===== src/rtl/paint_pkg.sv =====
// Purpose : shared types and constants for the paint pixel pipeline (SRAM addressing, colours, clear FSM).
// Latency : n/a (types only).
// Backpressure : n/a.
package paint_pkg;

    localparam int ADDR_W       = 20;
    localparam int PIX_W        = 3;
    localparam int COORD_W      = 10;
    localparam int H_ACTIVE_DEF = 640;
    localparam int V_ACTIVE_DEF = 480;

    // Pixel address as laid out on the SRAM pins: {x[9:0], y[9:0]}.
    typedef struct packed {
        logic [COORD_W-1:0] x;
        logic [COORD_W-1:0] y;
    } pix_addr_t;

    // One 3-bit pixel, {B,G,R}.
    typedef struct packed {
        logic b;
        logic g;
        logic r;
    } rgb3_t;

    typedef enum logic {
        CLR_IDLE  = 1'b0,
        CLR_CLEAR = 1'b1
    } clr_state_t;

    // Write FIFO entry.
    typedef struct packed {
        pix_addr_t addr;
        rgb3_t     color;
    } wr_req_t;

endpackage


===== src/rtl/sram_access_arbiter_if.sv =====
// Purpose : bundle of the arbiter's client-side streams (read, write, clear) and the SRAM pin group.
// Latency : n/a (wiring only).
// Backpressure : write stream is valid/ready; read and clear streams have none.
// Modports: slave = arbiter side, master = clients + SRAM side.
interface sram_access_arbiter_if;
    import paint_pkg::*;

    // display read stream
    pix_addr_t rd_addr;
    rgb3_t     rd_data;
    logic      rd_valid;
    // cursor write stream
    logic      wr_valid;
    logic      wr_ready;
    pix_addr_t wr_addr;
    rgb3_t     wr_data;
    // clear engine control
    logic      clr_start;
    rgb3_t     clr_color;
    logic      clr_busy;
    logic      clr_done;
    logic      err_oob;
    // SRAM pins
    pix_addr_t sram_addr;
    rgb3_t     sram_dq_o;
    logic      sram_dq_oe;
    rgb3_t     sram_dq_i;
    logic      sram_we_n;

    modport slave (
        input  rd_addr, wr_valid, wr_addr, wr_data, clr_start, clr_color, sram_dq_i,
        output rd_data, rd_valid, wr_ready, clr_busy, clr_done, err_oob,
               sram_addr, sram_dq_o, sram_dq_oe, sram_we_n
    );

    modport master (
        output rd_addr, wr_valid, wr_addr, wr_data, clr_start, clr_color, sram_dq_i,
        input  rd_data, rd_valid, wr_ready, clr_busy, clr_done, err_oob,
               sram_addr, sram_dq_o, sram_dq_oe, sram_we_n
    );

endinterface


===== src/rtl/sram_wr_fifo.sv =====
// Purpose : synchronous write-request FIFO with push/pop/flush, registered occupancy count.
// Latency : head entry visible on o_dout the cycle after the push edge.
// Backpressure : o_full from the registered count; a push while full is refused even if popping.
// Ports: master_clk/rst, i_push/i_pop/i_flush, i_din -> o_dout, o_full/o_empty.
module sram_wr_fifo #(
    parameter int DEPTH = 4,
    parameter int W     = 23
) (
    input  logic         master_clk,
    input  logic         rst,
    input  logic         i_push,
    input  logic         i_pop,
    input  logic         i_flush,
    input  logic [W-1:0] i_din,
    output logic [W-1:0] o_dout,
    output logic         o_full,
    output logic         o_empty
);

    localparam int AW = $clog2(DEPTH);
    localparam int CW = AW + 1;

    logic [W-1:0]  r_mem [DEPTH];
    logic [AW-1:0] r_wptr;
    logic [AW-1:0] r_rptr;
    logic [CW-1:0] r_count;
    logic          w_push_ok;
    logic          w_pop_ok;

    assign o_full    = (r_count == CW'(DEPTH));
    assign o_empty   = (r_count == '0);
    assign w_push_ok = i_push && !o_full;
    assign w_pop_ok  = i_pop && !o_empty;
    assign o_dout    = r_mem[r_rptr];

    // Flush wins over a concurrent push/pop: the whole queue is discarded.
    always_ff @(posedge master_clk or negedge rst) begin
        if (!rst) begin
            r_wptr  <= '0;
            r_rptr  <= '0;
            r_count <= '0;
        end else if (i_flush) begin
            r_wptr  <= '0;
            r_rptr  <= '0;
            r_count <= '0;
        end else begin
            if (w_push_ok) r_wptr <= r_wptr + AW'(1);
            if (w_pop_ok)  r_rptr <= r_rptr + AW'(1);
            r_count <= r_count + CW'(w_push_ok) - CW'(w_pop_ok);
        end
    end

    always_ff @(posedge master_clk) begin
        if (w_push_ok && !i_flush) r_mem[r_wptr] <= i_din;
    end

endmodule


===== src/rtl/sram_access_arbiter.sv =====
// Purpose : time-slotted owner of the pixel SRAM: even cycles read for display, odd cycles write (clear > FIFO).
// Latency : read data 1 edge after address capture, held 2 cycles; FIFO push to SRAM write <= 3 cycles when idle.
// Backpressure : wr_ready = FIFO not full; display reads and clear are never stalled.
// Ports: master_clk, rst (async active-low), bus (sram_access_arbiter_if.slave).
// Optional: SRAM_ARB_RANGE_CHECK_EN discards off-screen writes and raises sticky err_oob.
module sram_access_arbiter
    import paint_pkg::*;
#(
    parameter int FIFO_DEPTH = 4,
    parameter int H_ACTIVE   = H_ACTIVE_DEF,
    parameter int V_ACTIVE   = V_ACTIVE_DEF
) (
    input  logic                  master_clk,
    input  logic                  rst,
    sram_access_arbiter_if.slave  bus
);

    localparam logic [COORD_W-1:0] X_LAST = COORD_W'(H_ACTIVE - 1);
    localparam logic [COORD_W-1:0] Y_LAST = COORD_W'(V_ACTIVE - 1);

    // 0 = read slot, 1 = write slot (state of the current cycle)
    logic               r_slot;
    clr_state_t         r_state;
    clr_state_t         w_state_nxt;
    logic [COORD_W-1:0] r_cx;
    logic [COORD_W-1:0] r_cy;
    rgb3_t              r_clr_color;
    logic               r_clr_done;

    pix_addr_t          r_sram_addr;
    rgb3_t              r_sram_dq_o;
    logic               r_sram_dq_oe;
    logic               r_sram_we_n;
    rgb3_t              r_rd_data;
    logic               r_rd_valid;

    logic               w_clr_busy;
    logic               w_clr_wr;
    logic               w_clr_last;
    logic               w_fifo_wr;
    logic               w_oob;
    logic               w_fifo_full;
    logic               w_fifo_empty;
    wr_req_t            w_fifo_din;
    wr_req_t            w_fifo_dout;

    always_ff @(posedge master_clk or negedge rst) begin
        if (!rst) r_slot <= 1'b0;
        else      r_slot <= ~r_slot;
    end

    // ---------------- clear FSM: state register ----------------
    always_ff @(posedge master_clk or negedge rst) begin
        if (!rst) begin
            r_state     <= CLR_IDLE;
            r_cx        <= '0;
            r_cy        <= '0;
            r_clr_color <= '0;
            r_clr_done  <= 1'b0;
        end else begin
            r_state    <= w_state_nxt;
            r_clr_done <= w_clr_wr && w_clr_last;
            if (bus.clr_start) begin
                r_cx        <= '0;
                r_cy        <= '0;
                r_clr_color <= bus.clr_color;
            end else if (w_clr_wr) begin
                if (r_cx == X_LAST) begin
                    r_cx <= '0;
                    r_cy <= r_cy + COORD_W'(1);
                end else begin
                    r_cx <= r_cx + COORD_W'(1);
                end
            end
        end
    end

    // ---------------- clear FSM: next state ----------------
    always_comb begin
        w_state_nxt = r_state;
        case (r_state)
            CLR_IDLE:  if (bus.clr_start) w_state_nxt = CLR_CLEAR;
            CLR_CLEAR: if (bus.clr_start)             w_state_nxt = CLR_CLEAR;
                       else if (w_clr_wr && w_clr_last) w_state_nxt = CLR_IDLE;
        endcase
    end

    // ---------------- clear FSM: outputs ----------------
    // A clr_start edge is spent restarting/flushing, so no write issues on it.
    always_comb begin
        w_clr_busy = (r_state == CLR_CLEAR);
        w_clr_wr   = w_clr_busy && !r_slot && !bus.clr_start;
        w_clr_last = (r_cx == X_LAST) && (r_cy == Y_LAST);
    end

    // ---------------- write FIFO ----------------
`ifdef SRAM_ARB_RANGE_CHECK_EN
    logic r_err_oob;

    assign w_oob = (int'(bus.wr_addr.x) >= H_ACTIVE) || (int'(bus.wr_addr.y) >= V_ACTIVE);

    always_ff @(posedge master_clk or negedge rst) begin
        if (!rst)                                           r_err_oob <= 1'b0;
        else if (bus.wr_valid && !w_fifo_full && w_oob)     r_err_oob <= 1'b1;
    end

    assign bus.err_oob = r_err_oob;
`else
    assign w_oob       = 1'b0;
    assign bus.err_oob = 1'b0;
`endif

    // Off-screen requests are handshaken (wr_ready honoured) but never enqueued.
    assign w_fifo_din = '{addr: bus.wr_addr, color: bus.wr_data};
    assign w_fifo_wr  = !r_slot && !w_clr_busy && !bus.clr_start && !w_fifo_empty;

    sram_wr_fifo #(
        .DEPTH (FIFO_DEPTH),
        .W     ($bits(wr_req_t))
    ) u_fifo (
        .master_clk (master_clk),
        .rst        (rst),
        .i_push     (bus.wr_valid && !w_oob),
        .i_pop      (w_fifo_wr),
        .i_flush    (bus.clr_start),
        .i_din      (w_fifo_din),
        .o_dout     (w_fifo_dout),
        .o_full     (w_fifo_full),
        .o_empty    (w_fifo_empty)
    );

    // ---------------- SRAM pin / read datapath ----------------
    // Edge with r_slot=1 enters the read slot; edge with r_slot=0 leaves it and
    // enters the write slot. Address only moves as we_n rises (tHA=0 is fine).
    always_ff @(posedge master_clk or negedge rst) begin
        if (!rst) begin
            r_sram_addr  <= '0;
            r_sram_dq_o  <= '0;
            r_sram_dq_oe <= 1'b0;
            r_sram_we_n  <= 1'b1;
            r_rd_data    <= '0;
            r_rd_valid   <= 1'b0;
        end else begin
            r_rd_valid <= !r_slot;
            if (r_slot) begin
                r_sram_addr  <= bus.rd_addr;
                r_sram_we_n  <= 1'b1;
                r_sram_dq_oe <= 1'b0;
            end else begin
                r_rd_data <= bus.sram_dq_i;
                if (w_clr_wr) begin
                    r_sram_addr  <= '{x: r_cx, y: r_cy};
                    r_sram_dq_o  <= r_clr_color;
                    r_sram_dq_oe <= 1'b1;
                    r_sram_we_n  <= 1'b0;
                end else if (w_fifo_wr) begin
                    r_sram_addr  <= w_fifo_dout.addr;
                    r_sram_dq_o  <= w_fifo_dout.color;
                    r_sram_dq_oe <= 1'b1;
                    r_sram_we_n  <= 1'b0;
                end
            end
        end
    end

    assign bus.sram_addr  = r_sram_addr;
    assign bus.sram_dq_o  = r_sram_dq_o;
    assign bus.sram_dq_oe = r_sram_dq_oe;
    assign bus.sram_we_n  = r_sram_we_n;
    assign bus.rd_data    = r_rd_data;
    assign bus.rd_valid   = r_rd_valid;
    assign bus.wr_ready   = !w_fifo_full;
    assign bus.clr_busy   = w_clr_busy;
    assign bus.clr_done   = r_clr_done;

endmodule


===== src/flat_wrapper.sv =====
// flat-port wrapper written by rule: the top's interface ports become plain ports
module sram_access_arbiter_flat import paint_pkg::*;
#(
    parameter int FIFO_DEPTH = 4,
    parameter int H_ACTIVE   = H_ACTIVE_DEF,
    parameter int V_ACTIVE   = V_ACTIVE_DEF
)
  (master_clk, rst, bus_rd_addr, bus_wr_valid, bus_wr_addr, bus_wr_data, bus_clr_start, bus_clr_color, bus_sram_dq_i, bus_rd_data, bus_rd_valid, bus_wr_ready, bus_clr_busy, bus_clr_done, bus_err_oob, bus_sram_addr, bus_sram_dq_o, bus_sram_dq_oe, bus_sram_we_n);
  sram_access_arbiter_if bus_i ();
  input  logic master_clk;
  input  logic rst;
  input wire logic [$bits(bus_i.rd_addr)-1:0] bus_rd_addr;
  input wire logic [$bits(bus_i.wr_valid)-1:0] bus_wr_valid;
  input wire logic [$bits(bus_i.wr_addr)-1:0] bus_wr_addr;
  input wire logic [$bits(bus_i.wr_data)-1:0] bus_wr_data;
  input wire logic [$bits(bus_i.clr_start)-1:0] bus_clr_start;
  input wire logic [$bits(bus_i.clr_color)-1:0] bus_clr_color;
  input wire logic [$bits(bus_i.sram_dq_i)-1:0] bus_sram_dq_i;
  output wire logic [$bits(bus_i.rd_data)-1:0] bus_rd_data;
  output wire logic [$bits(bus_i.rd_valid)-1:0] bus_rd_valid;
  output wire logic [$bits(bus_i.wr_ready)-1:0] bus_wr_ready;
  output wire logic [$bits(bus_i.clr_busy)-1:0] bus_clr_busy;
  output wire logic [$bits(bus_i.clr_done)-1:0] bus_clr_done;
  output wire logic [$bits(bus_i.err_oob)-1:0] bus_err_oob;
  output wire logic [$bits(bus_i.sram_addr)-1:0] bus_sram_addr;
  output wire logic [$bits(bus_i.sram_dq_o)-1:0] bus_sram_dq_o;
  output wire logic [$bits(bus_i.sram_dq_oe)-1:0] bus_sram_dq_oe;
  output wire logic [$bits(bus_i.sram_we_n)-1:0] bus_sram_we_n;
  assign bus_i.rd_addr = bus_rd_addr;
  assign bus_i.wr_valid = bus_wr_valid;
  assign bus_i.wr_addr = bus_wr_addr;
  assign bus_i.wr_data = bus_wr_data;
  assign bus_i.clr_start = bus_clr_start;
  assign bus_i.clr_color = bus_clr_color;
  assign bus_i.sram_dq_i = bus_sram_dq_i;
  assign bus_rd_data = bus_i.rd_data;
  assign bus_rd_valid = bus_i.rd_valid;
  assign bus_wr_ready = bus_i.wr_ready;
  assign bus_clr_busy = bus_i.clr_busy;
  assign bus_clr_done = bus_i.clr_done;
  assign bus_err_oob = bus_i.err_oob;
  assign bus_sram_addr = bus_i.sram_addr;
  assign bus_sram_dq_o = bus_i.sram_dq_o;
  assign bus_sram_dq_oe = bus_i.sram_dq_oe;
  assign bus_sram_we_n = bus_i.sram_we_n;
  sram_access_arbiter #(.FIFO_DEPTH(FIFO_DEPTH), .H_ACTIVE(H_ACTIVE), .V_ACTIVE(V_ACTIVE)) u_core (.master_clk(master_clk), .rst(rst), .bus(bus_i));
endmodule

===== config.mk =====
export PLATFORM = sky130hd
export DESIGN_NAME = sram_access_arbiter_flat
export DESIGN_NICKNAME = d
export VERILOG_FILES = /design/src/rtl/paint_pkg.sv /design/src/rtl/sram_access_arbiter_if.sv /design/src/rtl/sram_wr_fifo.sv /design/src/rtl/sram_access_arbiter.sv /design/src/flat_wrapper.sv
export SDC_FILE = /design/constraint.sdc
export NUM_CORES = 1
export LEC_CHECK = 0
export ABC_AREA = 1
export CAP_MARGIN = 20
export CORE_MARGIN = 2
export CORE_UTILIZATION = 40
export CTS_BUF_LIST = sky130_fd_sc_hd__clkbuf_4
export DETAILED_ROUTE_END_ITERATION = 6
export GPL_TIMING_DRIVEN = 0
export SLEW_MARGIN = 25
export SYNTH_ARGS = -nofsm -noshare
export SYNTH_HDL_FRONTEND = slang
export SYNTH_SLANG_ARGS = --single-unit

===== constraint.sdc =====
create_clock -name master_clk -period 2.72 [get_ports master_clk]
set_clock_uncertainty 0.15 [all_clocks]
set_input_delay 0.816 -clock master_clk [delete_from_list [all_inputs] [get_ports master_clk]]
set_output_delay 0.816 -clock master_clk [all_outputs]
set_load 0.03 [all_outputs]

Word-level counts from Yosys, hierarchy flattened
Memory sizes are Yosys's and may differ from the RTL's.
Cells that the tools add are included.
Cells by class
  add/subtract/negate cells: 6
  bitwise gates (word level): 2
  reductions and logical operators: 24
  muxes and demuxes: 28
  eq/ne operators: 3
Operators by type and width (number)
  $mux W10: 6
  $mux W20: 3
  $add A10 B1 Y10 const B: 2
  $mux W1: 11
  $eq A10 B10 Y1 const B: 1
  $eq A10 B9 Y1 const B: 1
  $logic_and A1 B1 Y1: 10
  $reduce_bool A2 Y1: 5
  $mux W3: 3
  $mux W2: 4
  $logic_not A1 Y1: 5
  $add A2 B1 Y2 const B: 2
  $reduce_and A2 Y1: 2
  $add A3 B1 Y3: 1
  $eq A3 B3 Y1 const B: 1
  $logic_not A3 Y1: 1
  $reduce_bool A3 Y1: 1
  $sub A3 B1 Y3: 1
  $not A1 Y1: 2
  $pmux W1 S2: 1
Word-level totals
  bits in writable memories: 92
  flip-flop bits (word level): 62
  input bits: 53
  output and inout bits: 33
  word-level logic and storage cells: 86
  memories: 1
Memory list
  u_core.u_fifo.r_mem: depth 4, bits a word 23, rd ports 1, clocked after memory_dff 0, write ports 1, line sram_wr_fifo.sv:23  | logic [W-1:0] r_mem [DEPTH];

Longest topological paths before layout
  depth in word-level cells: 7
  mapped depth: 14
  gate-level depth less buffers: 12

Hierarchy
A second synthesis with hierarchy kept.
Unflattened totals
  cells, all modules: 652
  area total of the unflattened synthesis: 6732.7 µm²
By module, submodules not included
  sram_wr_fifo: times used 1, area each 3947.5 µm², cells each 287, sequential area each 2937.8 µm²
  sram_access_arbiter: times used 1, area each 2785.2 µm², cells each 365, sequential area each 1352.5 µm²

Worst setup path after synthesis
Ideal clock, no wire load.
  kind: input to register
  start: in bus_clr_start
  end: mem u_core.u_fifo.r_mem[0][0], enable pin
  slack: -119 ps
  stages on the path: 4
  buffers on the path: 1
  arrival time: 2287 ps
  setup time: 403 ps
  required time: 2167 ps
  cells stage by stage: inv_2 -> buf_2 -> nand3_1 -> nor2_1
Between the ends
  word-level cells in the longest chain between the ends: 4
Ends and longest elaborated chain
  start: declaration: line flat_wrapper.sv:16  | input wire logic [$bits(bus_i.clr_start)-1:0] bus_clr_start;
  $logic_not A1 Y1: line sram_wr_fifo.sv:54  | if (w_push_ok && !i_flush) r_mem[r_wptr] <= i_din;
  $logic_and A1 B1 Y1: line sram_wr_fifo.sv:54
  $mux W1: line sram_wr_fifo.sv:54
  $mux W1 (not written as such): line sram_wr_fifo.sv:54
  end: declaration: line sram_wr_fifo.sv:23
No other way between the ends.

Final worst setup path
  start: reg u_core.r_sram_addr, in the netlist u_core.bus.sram_addr[7]
  end: out bus_sram_addr[7]
RTL lines
  start: declaration: line sram_access_arbiter.sv:30  | pix_addr_t r_sram_addr;
  start signal: assignment: line sram_access_arbiter.sv:146  | r_sram_addr <= bus.rd_addr;
  start signal: assignment: line sram_access_arbiter.sv:152  | r_sram_addr <= '{x: r_cx, y: r_cy};
  start signal: assignment: line sram_access_arbiter.sv:157  | r_sram_addr <= w_fifo_dout.addr;
  end: declaration: line flat_wrapper.sv:25  | output wire logic [$bits(bus_i.sram_addr)-1:0] bus_sram_addr;
No word-level cell between the ends.

==> impl_metrics.ini <==
[status]
status = complete, no violations

[floorplanning]
fp.dieArea_um2 = 18700
fp-row-count = 48
die_h_um = 137
core_um2 = 17300
ios = 86
dieWidth_um = 137
initial_core_util = 0.408

[critical_path]
crit_fanout = 2
crit_family = buffers and inverters
cp-end-kind = primary output
slowest_delay_ns = 0.70
critPathSlowestCell = clkdlybuf4s50_1
worstPathArrival_ns = 1.70
critPathLaunchType = flip-flop
crit_buf_inv = 1
path_cells = clkdlybuf4s50_1
critPathRequiredTime_ns = 1.75
crit_type = reg -> out

[routing]
drt_iter0_drc = 534
dr_wl_met3_um = 1420
wl_met1_um = 8200
routed.top_layer = met4
num_vias = 5592
viasPerCell = 4.99
wl_per_cell_um = 16.4
wirelength_um = 18400
ant_nets = 0
first_pass_iters = 5
wl_met2_um = 8320
drcViolationCount = 0

[timing]
rsz0062_at_grt = false
tns_ns = 0
drv_slew = 0
hold_viol_final = 0
period_share = 0.981
max_slew_margin = 0.550
max_freq_mhz = 375
tightest_slew_ns = 0.675
period_minus_slack_ns = 2.67
whs_ns = 0.335
setup_viol = 0

[clock_tree]
numCtsBuffers = 17
htree_levels = 4
cts_buffer_depth = 2
clock_sinks = 153
path_clk_slew_ns = 0.13
clock-root-buffer = clkbuf_4
cts_tree = yes
clkLatencyLatePin_ns = 0.58

[synth]
syn_area_per_cell_um2 = 9.16
syn_area_um2 = 7060
syn_inst = 770
synth-warning-count = 0
synth_cell_type_count = 35
ys_seq_area_frac = 0.608
synth-seq-cells = 153
synth_nets = 832

[final_layout]
fill_cells = 1643
area_growth_pct = 22.8
drive_above_1_share = 0.0895
nets = 943
design_area_um2 = 8660

[placed_design]
port_buffers = 84
place_congestion = 0.855
dp_hpwl_um = 12700
postPlaceCellArea_um2 = 8330

[global_route]
first_global_vias = 5303
track_usage = 0.210
grt_max_degree = 52
grt_pass1_wl_um = 28900
antenna_found_initial = 1
grt-ovfl-total = 0

[min_path]
hp-class = reg -> reg

[power]
p_leak_uw = 0.00374
ir_drop_uv = 235
power.density_nw_per_um2 = 537

[flow_run]
cap_violations = 0
[area by class of cell]
cell class,count,area (um^2),area share
sequential,153,4290,0.495
multi-input combinational,494,2270,0.262
timing repair buffer,92,983,0.114
inverter,86,325,0.0376
tap,225,282,0.0325
buffer,37,204,0.0235
clock inverter,14,174,0.0201
clock buffer,18,135,0.0156
antenna,1,2.50,0.000289
[layout by cell type (no fill, tap or decap), types with 2 or more instances in the layout]
cell type and count:
or2_1 2, buf_6 4, nor2_1 40, inv_6 2, nand3_1 108, clkinv_4 6, clkbuf_2 2, inv_1 82
xor2_1 3, or2_2 2, clkbuf_1 13, bufinv_16 3, buf_16 4, inv_2 2, nor3_1 4, o21ai_0 17
ha_1 8, o21ai_1 3, edfxtp_1 92, dlygate4sd2_1 2, nand4_1 22, clkdlybuf4s50_1 79, nor2_4 5, dfrtp_1 60
clkinv_1 2, clkbuf_4 18, nand2_1 263, clkinv_2 2, o22ai_1 2, nand2_2 3, buf_4 7, a21oi_1 4
buf_2 15
[power by group]
group | leakage [uW] | internal, uW | switching (uW)
clock | 0.000168 | 654 | 854
combinational | 0.00196 | 218 | 301
sequential | 0.00161 | 2580 | 49.8
total | 0.00374 | 3450 | 1210
[worst paths after layout]
path                                          start                        to  slack, ns  depth (start not counted)
setup reg to reg           u_core.u_fifo.r_count[2]  u_core.u_fifo.r_count[2]       0.18                         12
min in group asynchronous                       rst  u_core.u_fifo.r_count[2]       0.46                          2
setup / recovery            u_core.bus.sram_addr[7]          bus_sram_addr[7]       0.05                          1
hold reg to reg               u_core.r_clr_color[0]     u_core.r_clr_color[0]       0.34                          2
max in group asynchronous                       rst      u_core.bus.sram_we_n       1.40                          3
hold / removal                u_core.r_clr_color[0]     u_core.r_clr_color[0]       0.34                          2
[metal layers]
layer / up-vias / global-route usage
met2: 221 / 0.321
met4: 0 / 0.0802
met1: 2612 / 0.295
met3: 26 / 0.0419
met5: - / 0
li1: 2733 / -
[logic make-up after synthesis]
group           after synthesis  share of synthesized area
simple gates                453                      0.275
flops                       153                      0.608
buf+inv                     123                     0.0750
compound gates               28                     0.0211
fa+ha+maj                     9                     0.0170
xor+xnor                      3                    0.00372
other cells                   1                   0.000531
[sequential cells by signal, summed over array words and instances (netlist names)]
signal                 cells
u_core.r_cy               10
u_core.bus.clr_done        1
u_core.bus.clr_busy        1
u_core.bus.sram_we_n       1
u_core.r_cx               10
u_core.u_fifo.r_wptr       2
u_core.bus.sram_dq_o       3
u_core.u_fifo.r_rptr       2
u_core.bus.sram_dq_oe      1
u_core.bus.sram_addr      20
u_core.bus.rd_data         3
u_core.r_clr_color         3
u_core.u_fifo.r_count      3
u_core.bus.rd_valid        1
u_core.u_fifo.r_mem       92
[metrics by stage]
stage / cells / power [uW] / utilization / setup WS [ns]
after floorplan: 770 / 2900 / - / -0.119
after global placement: 1079 / 3160 / 0.473 / -1.78
after detailed placement: 1084 / 3190 / 0.482 / -0.871
after CTS: 1117 / 4680 / 0.500 / 0.0179
after global routing: 1120 / 4850 / 0.501 / 0.00122
final: 1120 / 4650 / 0.501 / 0.0524
[Yosys cell counts (all sizes together)]
cell type	instances	area [um^2]
dfrtp	60	1500
a21boi	1	7.51
or2	4	25.0
o22ai	2	12.5
nor4	1	6.26
nor3	4	20.0
clkbuf	14	53.8
fa	1	20.0
nand4	22	138
dfstp	1	26.3
buf	23	150
nand3	108	541
nand3b	1	7.51
a21oi	4	20.0
inv	85	322
ha	8	100
nor3b	1	7.51
xor2	3	26.3
nor2	45	176
clkinv	1	3.75
conb	1	3.75
o21ai	21	109
edfxtp	92	2760
nand2	267	1020
[timing repair]
| item | 4_1_cts | 5_1_grt |
|---|---|---|
| resized for setup | 3 | 3 |
| setup buffers | 0 | 2 |
| cloned | 0 | 0 |
| hold endpoints to repair | 10 | 0 |
| hold buffers | 1 | 0 |
| endpoints found under the setup margin | 28 | 4 |
(Power assumes the default switching activity.)
